$ cat src/rtl/mvb_pkg.sv
// Shared MVB receive definitions: FSM states, CRC7 constants and frame-size helpers.
// Used by the frame receiver and by the future transmit loopback checker.
package mvb_pkg;

    typedef enum logic [2:0] {
        ST_IDLE,
        ST_DATA,
        ST_CHECK,
        ST_END,
        ST_DONE
    } mvb_state_t;

    localparam logic [6:0] MVB_CRC_POLY    = 7'h65;
    localparam int         MVB_GROUP_BITS  = 64;
    localparam int         MVB_MASTER_BITS = 16;

    function automatic logic [8:0] mvb_slave_bits(input logic [2:0] len);
        case (len)
            3'd0:    return 9'd16;
            3'd1:    return 9'd32;
            3'd2:    return 9'd64;
            3'd3:    return 9'd128;
            3'd4:    return 9'd256;
            default: return 9'd16;
        endcase
    endfunction

    function automatic logic mvb_slave_len_bad(input logic [2:0] len);
        return len > 3'd4;
    endfunction

    // Serial CRC7, MSB of the data first, polynomial x^7+x^6+x^5+x^2+1.
    function automatic logic [6:0] mvb_crc7_step(input logic [6:0] crc, input logic b);
        logic fb;
        fb = b ^ crc[6];
        return {crc[5:0], 1'b0} ^ (fb ? MVB_CRC_POLY : 7'd0);
    endfunction

    function automatic logic [7:0] mvb_check_byte(input logic [6:0] crc);
        return ~{crc, ^crc};
    endfunction

endpackage

$ cat src/rtl/mvb_frame_receiver_if.sv
// Line-side inputs and word/status outputs of the MVB frame receiver.
// master drives the line and delimiter flags, slave is the receiver.
interface mvb_frame_receiver_if;
    import mvb_pkg::*;

    logic        data_in;
    logic        M_frame;
    logic        S_frame;
    logic        E_frame;
    logic [2:0]  slave_len;
    logic        frame_end_check;
    logic [15:0] word_data;
    logic        word_valid;
    logic        frame_type;
    logic        frame_done;
    logic        crc_err;
    logic        code_err;
    logic        len_err;

    modport master (
        output data_in, M_frame, S_frame, E_frame, slave_len,
        input  frame_end_check, word_data, word_valid, frame_type,
        input  frame_done, crc_err, code_err, len_err
    );

    modport slave (
        input  data_in, M_frame, S_frame, E_frame, slave_len,
        output frame_end_check, word_data, word_valid, frame_type,
        output frame_done, crc_err, code_err, len_err
    );
endinterface

$ cat src/rtl/mvb_manchester_dec.sv
// Manchester bit decoder: 4 clocks per bit, halves sampled at phase 1 and 3, strobe on phase 3.
// No backpressure: the line cannot be stalled, o_bit/o_viol are only meaningful with o_stb.
module mvb_manchester_dec (
    input  logic clk_6M,
    input  logic rst,
    input  logic i_run,
    input  logic i_line,
    output logic o_bit,
    output logic o_stb,
    output logic o_viol
);
    logic [1:0] r_phase;
    logic       r_half1;

    always_ff @(negedge clk_6M or negedge rst) begin
        if (!rst) begin
            r_phase <= 2'd0;
            r_half1 <= 1'b0;
        end else if (!i_run) begin
            r_phase <= 2'd0;
        end else begin
            r_phase <= r_phase + 2'd1;
            if (r_phase == 2'd1)
                r_half1 <= i_line;
        end
    end

    // 1/0 is a one, 0/1 a zero; equal halves decode as zero and flag a violation.
    assign o_stb  = i_run && (r_phase == 2'd3);
    assign o_bit  = r_half1 & ~i_line;
    assign o_viol = r_half1 ~^ i_line;
endmodule

$ cat src/rtl/mvb_frame_receiver.sv
// MVB frame receiver: decodes data/check groups, words appear 1 cycle after the 16th bit's last sample.
// No backpressure: word_valid is a pulse that must be taken; frame_done ends every completed frame.
module mvb_frame_receiver #(
    parameter int END_TIMEOUT = 8
) (
    input  logic                  clk_6M,
    input  logic                  rst,
    mvb_frame_receiver_if.slave   bus
);
    import mvb_pkg::*;

    localparam int            TW      = $clog2(END_TIMEOUT + 1);
    localparam logic [TW-1:0] TO_LAST = TW'(END_TIMEOUT - 1);

    mvb_state_t    r_state, w_next;
    logic          r_m_d, r_s_d;
    logic [8:0]    r_bit_cnt, r_target;
    logic [6:0]    r_grp_cnt;
    logic [TW-1:0] r_to_cnt;
    logic [14:0]   r_shift;
    logic [15:0]   r_word_data;
    logic [6:0]    r_crc, r_chk;
    logic          r_word_valid, r_frame_type, r_crc_err, r_code_err, r_len_err;
    logic          w_m_rise, w_s_rise, w_start, w_run;
    logic          w_bit, w_stb, w_viol;
    logic          w_data_last, w_grp_last, w_chk_last, w_timeout;

    mvb_manchester_dec u_dec (
        .clk_6M (clk_6M),
        .rst    (rst),
        .i_run  (w_run),
        .i_line (bus.data_in),
        .o_bit  (w_bit),
        .o_stb  (w_stb),
        .o_viol (w_viol)
    );

    assign w_m_rise    = bus.M_frame & ~r_m_d;
    assign w_s_rise    = bus.S_frame & ~r_s_d;
    assign w_start     = (r_state == ST_IDLE) && (w_m_rise || w_s_rise);
    assign w_run       = (r_state == ST_DATA) || (r_state == ST_CHECK);
    assign w_data_last = (9'(r_bit_cnt + 9'd1) == r_target);
    assign w_grp_last  = (r_grp_cnt == 7'(MVB_GROUP_BITS - 1));
    assign w_chk_last  = (r_grp_cnt == 7'd7);
    assign w_timeout   = (r_to_cnt == TO_LAST);

    always_ff @(negedge clk_6M or negedge rst) begin
        if (!rst) r_state <= ST_IDLE;
        else      r_state <= w_next;
    end

    always_comb begin
        w_next = r_state;
        case (r_state)
            ST_IDLE:  if (w_m_rise || w_s_rise) w_next = ST_DATA;
            ST_DATA:  if (w_stb && (w_grp_last || w_data_last)) w_next = ST_CHECK;
            ST_CHECK: if (w_stb && w_chk_last)
                          w_next = (r_bit_cnt == r_target) ? ST_END : ST_DATA;
            ST_END:   if (bus.E_frame || w_timeout) w_next = ST_DONE;
            ST_DONE:  w_next = ST_IDLE;
            default:  w_next = ST_IDLE;
        endcase
    end

    always_comb begin
        bus.frame_end_check = 1'b0;
        bus.frame_done      = 1'b0;
        case (r_state)
            ST_END:  bus.frame_end_check = 1'b1;
            ST_DONE: bus.frame_done      = 1'b1;
            default: ;
        endcase
    end

    always_ff @(negedge clk_6M or negedge rst) begin
        if (!rst) begin
            r_m_d        <= 1'b0;
            r_s_d        <= 1'b0;
            r_bit_cnt    <= '0;
            r_target     <= '0;
            r_grp_cnt    <= '0;
            r_to_cnt     <= '0;
            r_shift      <= '0;
            r_word_data  <= '0;
            r_crc        <= '0;
            r_chk        <= '0;
            r_word_valid <= 1'b0;
            r_frame_type <= 1'b0;
            r_crc_err    <= 1'b0;
            r_code_err   <= 1'b0;
            r_len_err    <= 1'b0;
        end else begin
            r_m_d        <= bus.M_frame;
            r_s_d        <= bus.S_frame;
            r_word_valid <= 1'b0;

            // Master wins if both delimiters rise together.
            if (w_start) begin
                r_frame_type <= ~w_m_rise;
                r_target     <= w_m_rise ? 9'(MVB_MASTER_BITS) : mvb_slave_bits(bus.slave_len);
                r_len_err    <= ~w_m_rise & mvb_slave_len_bad(bus.slave_len);
                r_crc_err    <= 1'b0;
                r_code_err   <= 1'b0;
                r_bit_cnt    <= '0;
                r_grp_cnt    <= '0;
                r_crc        <= '0;
            end

            if (w_stb) begin
                if (w_viol) r_code_err <= 1'b1;
                if (r_state == ST_DATA) begin
                    r_shift   <= {r_shift[13:0], w_bit};
                    r_crc     <= mvb_crc7_step(r_crc, w_bit);
                    r_bit_cnt <= r_bit_cnt + 9'd1;
                    r_grp_cnt <= (w_grp_last || w_data_last) ? 7'd0 : r_grp_cnt + 7'd1;
                    if (r_bit_cnt[3:0] == 4'hF) begin
                        r_word_data  <= {r_shift, w_bit};
                        r_word_valid <= 1'b1;
                    end
                end else begin
                    r_chk     <= {r_chk[5:0], w_bit};
                    r_grp_cnt <= w_chk_last ? 7'd0 : r_grp_cnt + 7'd1;
                    if (w_chk_last) begin
                        if ({r_chk, w_bit} != mvb_check_byte(r_crc)) r_crc_err <= 1'b1;
                        r_crc <= '0;
                    end
                end
            end

            // A late E_frame on the final window cycle still counts as on time.
            if (r_state == ST_END) begin
                r_to_cnt <= r_to_cnt + TW'(1);
                if (w_timeout && !bus.E_frame) r_len_err <= 1'b1;
            end else begin
                r_to_cnt <= '0;
            end
        end
    end

    assign bus.word_data  = r_word_data;
    assign bus.word_valid = r_word_valid;
    assign bus.frame_type = r_frame_type;
    assign bus.crc_err    = r_crc_err;
    assign bus.code_err   = r_code_err;
    assign bus.len_err    = r_len_err;
endmodule

$ cat src/flat_wrapper.sv
// flat-port wrapper written by rule: the top's interface ports become plain ports
module mvb_frame_receiver_flat import mvb_pkg::*;
#(
    parameter int END_TIMEOUT = 8
)
  (clk_6M, rst, bus_data_in, bus_M_frame, bus_S_frame, bus_E_frame, bus_slave_len, bus_frame_end_check, bus_word_data, bus_word_valid, bus_frame_type, bus_frame_done, bus_crc_err, bus_code_err, bus_len_err);
  mvb_frame_receiver_if bus_i ();
  input  logic clk_6M;
  input  logic rst;
  input wire logic [$bits(bus_i.data_in)-1:0] bus_data_in;
  input wire logic [$bits(bus_i.M_frame)-1:0] bus_M_frame;
  input wire logic [$bits(bus_i.S_frame)-1:0] bus_S_frame;
  input wire logic [$bits(bus_i.E_frame)-1:0] bus_E_frame;
  input wire logic [$bits(bus_i.slave_len)-1:0] bus_slave_len;
  output wire logic [$bits(bus_i.frame_end_check)-1:0] bus_frame_end_check;
  output wire logic [$bits(bus_i.word_data)-1:0] bus_word_data;
  output wire logic [$bits(bus_i.word_valid)-1:0] bus_word_valid;
  output wire logic [$bits(bus_i.frame_type)-1:0] bus_frame_type;
  output wire logic [$bits(bus_i.frame_done)-1:0] bus_frame_done;
  output wire logic [$bits(bus_i.crc_err)-1:0] bus_crc_err;
  output wire logic [$bits(bus_i.code_err)-1:0] bus_code_err;
  output wire logic [$bits(bus_i.len_err)-1:0] bus_len_err;
  assign bus_i.data_in = bus_data_in;
  assign bus_i.M_frame = bus_M_frame;
  assign bus_i.S_frame = bus_S_frame;
  assign bus_i.E_frame = bus_E_frame;
  assign bus_i.slave_len = bus_slave_len;
  assign bus_frame_end_check = bus_i.frame_end_check;
  assign bus_word_data = bus_i.word_data;
  assign bus_word_valid = bus_i.word_valid;
  assign bus_frame_type = bus_i.frame_type;
  assign bus_frame_done = bus_i.frame_done;
  assign bus_crc_err = bus_i.crc_err;
  assign bus_code_err = bus_i.code_err;
  assign bus_len_err = bus_i.len_err;
  mvb_frame_receiver #(.END_TIMEOUT(END_TIMEOUT)) u_core (.clk_6M(clk_6M), .rst(rst), .bus(bus_i));
endmodule
$ cat config.mk
export PLATFORM = sky130hd
export DESIGN_NAME = mvb_frame_receiver_flat
export DESIGN_NICKNAME = d
export VERILOG_FILES = /design/src/rtl/mvb_pkg.sv /design/src/rtl/mvb_frame_receiver_if.sv /design/src/rtl/mvb_manchester_dec.sv /design/src/rtl/mvb_frame_receiver.sv /design/src/flat_wrapper.sv
export SDC_FILE = /design/constraint.sdc
export NUM_CORES = 1
export LEC_CHECK = 0
export CAP_MARGIN = 20
export CELL_PAD_IN_SITES_DETAIL_PLACEMENT = 1
export CELL_PAD_IN_SITES_GLOBAL_PLACEMENT = 2
export CORE_ASPECT_RATIO = 1.4
export CORE_MARGIN = 3
export CORE_UTILIZATION = 40
export DETAILED_ROUTE_END_ITERATION = 7
export PLACE_DENSITY = 0.85
export SYNTH_ARGS = -nofsm -noshare
export SYNTH_HDL_FRONTEND = slang
export SYNTH_HIERARCHICAL = 1
export SYNTH_SLANG_ARGS = --single-unit
$ cat constraint.sdc
create_clock -name clk_6M -period 3.8 [get_ports clk_6M]
set_input_delay 0.57 -clock clk_6M [delete_from_list [all_inputs] [get_ports clk_6M]]
set_output_delay 0.57 -clock clk_6M [all_outputs]
set_load 0.05 [all_outputs]
==> results.md <==
* Adder-cell share of the synthesized area at 0.0224
* Clock latency on the worst-skew pair at 0.34 ns
* Combinational family with the most area after synthesis: simple AND/OR/NAND/NOR gates
* CP max FO at 5
* Net switching power of the design at 994 uW
* Setup crit end kind: output pin
* Root Buffer: sky130_fd_sc_hd__clkbuf_16
* Multiplexer share of the synthesized area at 0.0754
* Final non-filler cell total at between 500 and 600
* Placeable core region at between 9000 and 10000 um2
* Die outline height at 123 um
* Sequential Area at 2080 um2
* Number of DRC violations after detailed routing at 0
* Required time worst endpoint at 3.23 ns
* CTS sink cnt at slightly above 80
* Aggregate routed wire length at between 9000 and 10000 um
* Largest cells by area after synthesis: sky130_fd_sc_hd__dfrtn_1, sky130_fd_sc_hd__nand2_1, sky130_fd_sc_hd__mux2_2
* Count of nets after finishing at 445
* Share of the synthesized netlist area taken by xor and xnor gates at 0.0559
* Detailed router's first-iteration violation count at about 130
* Share of cells above drive strength 1 at 0.253
* Ordered cell list for the critical path: buf_4, nor3b_4, buf_12
* Max-slew violations at 0
* Cell Pwr Density at just under 600 nW/um2
* Path type of the worst min-delay path: flop to flop
* Post-Syn Nets at 390
* Antenna Diode Count at 0
* Die X at 89.6 um
* Async S/R FF share, synth at 1.00
* Average routed wire per standard cell at 16.6 um
* Effective utilization at floorplan at 0.412
* Clock Pin Slew Worst Setup and Hold Paths at approximately 0.050 ns
* Area share of the leading cell type in the synthesized netlist at 0.530
* Final hold violation count at 0
* Placed standard-cell area at roughly 4600 um2
* LEAKAGE at 0.00247 uW
* Synthesized area divided by synthesized cell count at 10.5 um2
* Final Setup Violations at 0
* Combinational fraction of design power at 0.324
* Highest ir drop seen on vdd at 0.000304 V
* Design Area, Final at 5020 um2
* Max incr delay on CP at 0.39 ns
* Number of different library cells in the post-synthesis netlist at 52
* Antenna-violating nets left at 0
* Logic depth of the worst register-to-register path at 8
* Global-route wire length before repair at 15600 um
* Compound-cell area share of the yosys netlist at 0.104
* FF-to-FF Start: u_core/r_state[0]$_DFFE_NN0P_
* Sequential share of the synthesized area at 0.530
* End of the critical path: bus_frame_done
* Final GP Congestion at 0.850
* Synth Warn # at 6
* Sequential power share at 0.397
* Vias after detailed routing at 2974
* Slowest-stage cell, CP: sky130_fd_sc_hd__dfrtn_1
* Share of power burned in the clock network at 0.279
* Pin count of the biggest net entering global routing at 33
* Most frequently used flop master after synthesis: sky130_fd_sc_hd__dfrtn_1
* CTS max path bufs at 2
* H-tree levels at 3
* Reg2Reg Capture Point: u_core/bus.word_data[14]$_DFFE_NN0P_
* Via count of the first global-routing pass at ~3.2k
* Setup slack of the most critical reg-to-reg path at 0.99 ns
* HPWL after detailed placement at 6420 um
* Number of search-and-repair iterations in the first detailed-routing pass at 4
* Post-synth EDFFs at 0
* Cell count after placement at 541
* Number of storage elements in the synthesis netlist at just over 80
* Signed area change from the synthesized netlist to the final layout at 28.3%
* Internal power component at 1930 uW
* Largest area contributor in the synthesized netlist: sky130_fd_sc_hd__dfrtn_1
* Total routing resource utilization after global routing at 0.185
* CTS Buf Count at 9
* Multi-input logic area at about 1800 um2
* Clk_skew at just over 0.007 ns
* Outcome: complete, no violations
* Post-synthesis share of cell area spent on and, or, nand and nor gates at 0.183
* Remaining global-route overflow at 0
* Netlist Area Pre-Place at 3920 um2
* Classification of the worst setup path: flop to output pin
* Crit path DAT at 3.22 ns
* PortBufs at 31
* Final-layout fill cell count at between 1k and 1.5k
* Total number of placement rows at 42
* TritonCTS clock tree: done
* Number of ports placed on the die boundary at 32
* Final Util at 0.528
* Worst Tran Pin Value at 0.917 ns
* Floorplan die area at 11000 um2
* Vias per Instance at 5.25
* Number of cells on the worst hold path at 1
* Number of antenna violations at the first check in global routing at 0
* Startpoint type of the worst setup path: flop
* Max Cap Violations at 0
* Switching share of total power at 0.340
* Gate count of the mapped netlist at 374
* Timing startpoint of the critical path: u_core/r_state[0]$_DFFE_NN0P_
* Relative slew margins at 0.388
## area by class of cell
type / count / share of cell area
sequential: 83 / 0.413
multi-input combinational: 267 / 0.360
timing repair buffer: 58 / 0.131
clock buffer: 9 / 0.0448
tap: 132 / 0.0329
clock inverter: 7 / 0.0105
inverter: 10 / 0.00747
## synth_stat cells, types with 3 or more instances
library cell                n
sky130_fd_sc_hd__nand2b_1   5
sky130_fd_sc_hd__mux2_2    24
sky130_fd_sc_hd__nor4_1     4
sky130_fd_sc_hd__inv_1     10
sky130_fd_sc_hd__and3_1     5
sky130_fd_sc_hd__nand3_1    9
sky130_fd_sc_hd__nor3_1     4
sky130_fd_sc_hd__xnor2_1   17
sky130_fd_sc_hd__buf_2      3
sky130_fd_sc_hd__clkbuf_1   5
sky130_fd_sc_hd__a22o_1     6
sky130_fd_sc_hd__xor2_1     8
sky130_fd_sc_hd__dfrtn_1   83
sky130_fd_sc_hd__nor2_1    26
sky130_fd_sc_hd__ha_1       7
sky130_fd_sc_hd__nor2b_1    5
sky130_fd_sc_hd__o211ai_1   3
sky130_fd_sc_hd__a21oi_1    6
sky130_fd_sc_hd__nand4_1    4
sky130_fd_sc_hd__nand2_1   72
sky130_fd_sc_hd__buf_4      3
sky130_fd_sc_hd__nor3b_1    3
sky130_fd_sc_hd__o21ai_0   20
sky130_fd_sc_hd__and2_1     5
sky130_fd_sc_hd__a22oi_1    3
## critical path, delay by kind of cell (launching register included)
kind          cells  cell delay [ns]
simple gates      1             0.24
flops             1             0.39
buf+inv           2             0.35
## layer usage
layer / wire length (um) / vias to the layer above / part of all wire / track usage
met2: 4960 / 38 / 0.53 / 0.314
met1: 4000 / 1513 / 0.43 / 0.225
li1: - / 1404 / - / -
met4: 202 / 0 / 0.022 / 0.0819
met3: 216 / 19 / 0.023 / 0.0320
met5: 0 / - / 0 / 0
## registers in the layout (all words and copies together) (netlist names)
name and count:
u_core/bus.len_err 1, u_core/bus.frame_type 1, u_core/r_to_cnt 4, u_core/r_s_d 1, u_core/r_m_d 1, u_core/bus.word_valid 1
u_core/r_state 3, u_core/r_target 5, u_core/r_crc 7, u_core/r_bit_cnt 9, u_core/u_dec/r_phase 2, u_core/bus.code_err 1
u_core/r_chk 7, u_core/r_shift 15, u_core/r_grp_cnt 7, u_core/bus.word_data 16, u_core/bus.crc_err 1, u_core/u_dec/r_half1 1
## through the flow
stage,TNS (ns),total power [uW],hold slack [ns],worst slack [ns]
5_1_grt,-0.0460,3110,0.423,-0.0424
3_5_place_dp,-10.91,2000,0.388,-0.410
4_1_cts,-0.0242,2860,0.388,-0.0242
6_report,0,2920,0.386,0.00563
3_3_place_gp,-8.91,1970,0.384,-0.329
2_1_floorplan,0,1650,0.365,0.118
## power by group through the flow
| stage | clock [uW] | combinational (uW) | sequential, uW |
|---|---|---|---|
| final | 816 | 947 | 1160 |
| after global routing | 882 | 1050 | 1180 |
| after CTS | 841 | 855 | 1160 |
| after detailed placement | 0 | 822 | 1180 |
| after global placement | 0 | 797 | 1170 |
| after floorplan | 0 | 472 | 1180 |
## cells by family (layout without fill, tap and decap cells)
kind of cell | Yosys count | in the layout
AND/OR/NAND/NOR | 153 | 153
flip-flops | 83 | 83
adder cells (fa/ha/maj) | 7 | 7
XOR/XNOR | 25 | 25
multiplexers | 26 | 26
buffers and inverters | 24 | 84
AO/OA/AOI/OAI | 56 | 56
## cells in the final DEF, fill, tap and decap left out, drive strengths merged, types with 8 or more instances in the layout
master | Yosys | final
nand2 | 72 | 72
nor2 | 26 | 26
dfrtn | 83 | 83
mux2 | 25 | 25
xor2 | 8 | 8
xnor2 | 17 | 17
buf | 6 | 51
o21ai | 20 | 20
inv | 10 | 11
clkbuf | 8 | 9
nand3 | 10 | 10
## how the worst min path moves through the flow
stage | endpoint | startpoint
floorplan | u_core/r_to_cnt[0]$_DFF_NN0_ | u_core/r_to_cnt[0]$_DFF_NN0_
global placement | u_core/r_to_cnt[0]$_DFF_NN0_ | u_core/r_to_cnt[0]$_DFF_NN0_
detailed placement | u_core/r_to_cnt[0]$_DFF_NN0_ | u_core/r_to_cnt[0]$_DFF_NN0_
CTS | u_core/r_to_cnt[0]$_DFF_NN0_ | u_core/r_to_cnt[0]$_DFF_NN0_
global route | u_core/r_to_cnt[0]$_DFF_NN0_ | u_core/r_to_cnt[0]$_DFF_NN0_
finish | u_core/r_to_cnt[0]$_DFF_NN0_ | u_core/r_to_cnt[0]$_DFF_NN0_
## repair_timing
item | CTS | global route
gates resized for setup | 3 | 13
hold endpoints to repair | 0 | 0
setup endpoints to repair | 12 | 24
pin swaps | 0 | 3
hold buffers | 0 | 0
setup buffers | 2 | 7
(Power assumes the default switching activity.)
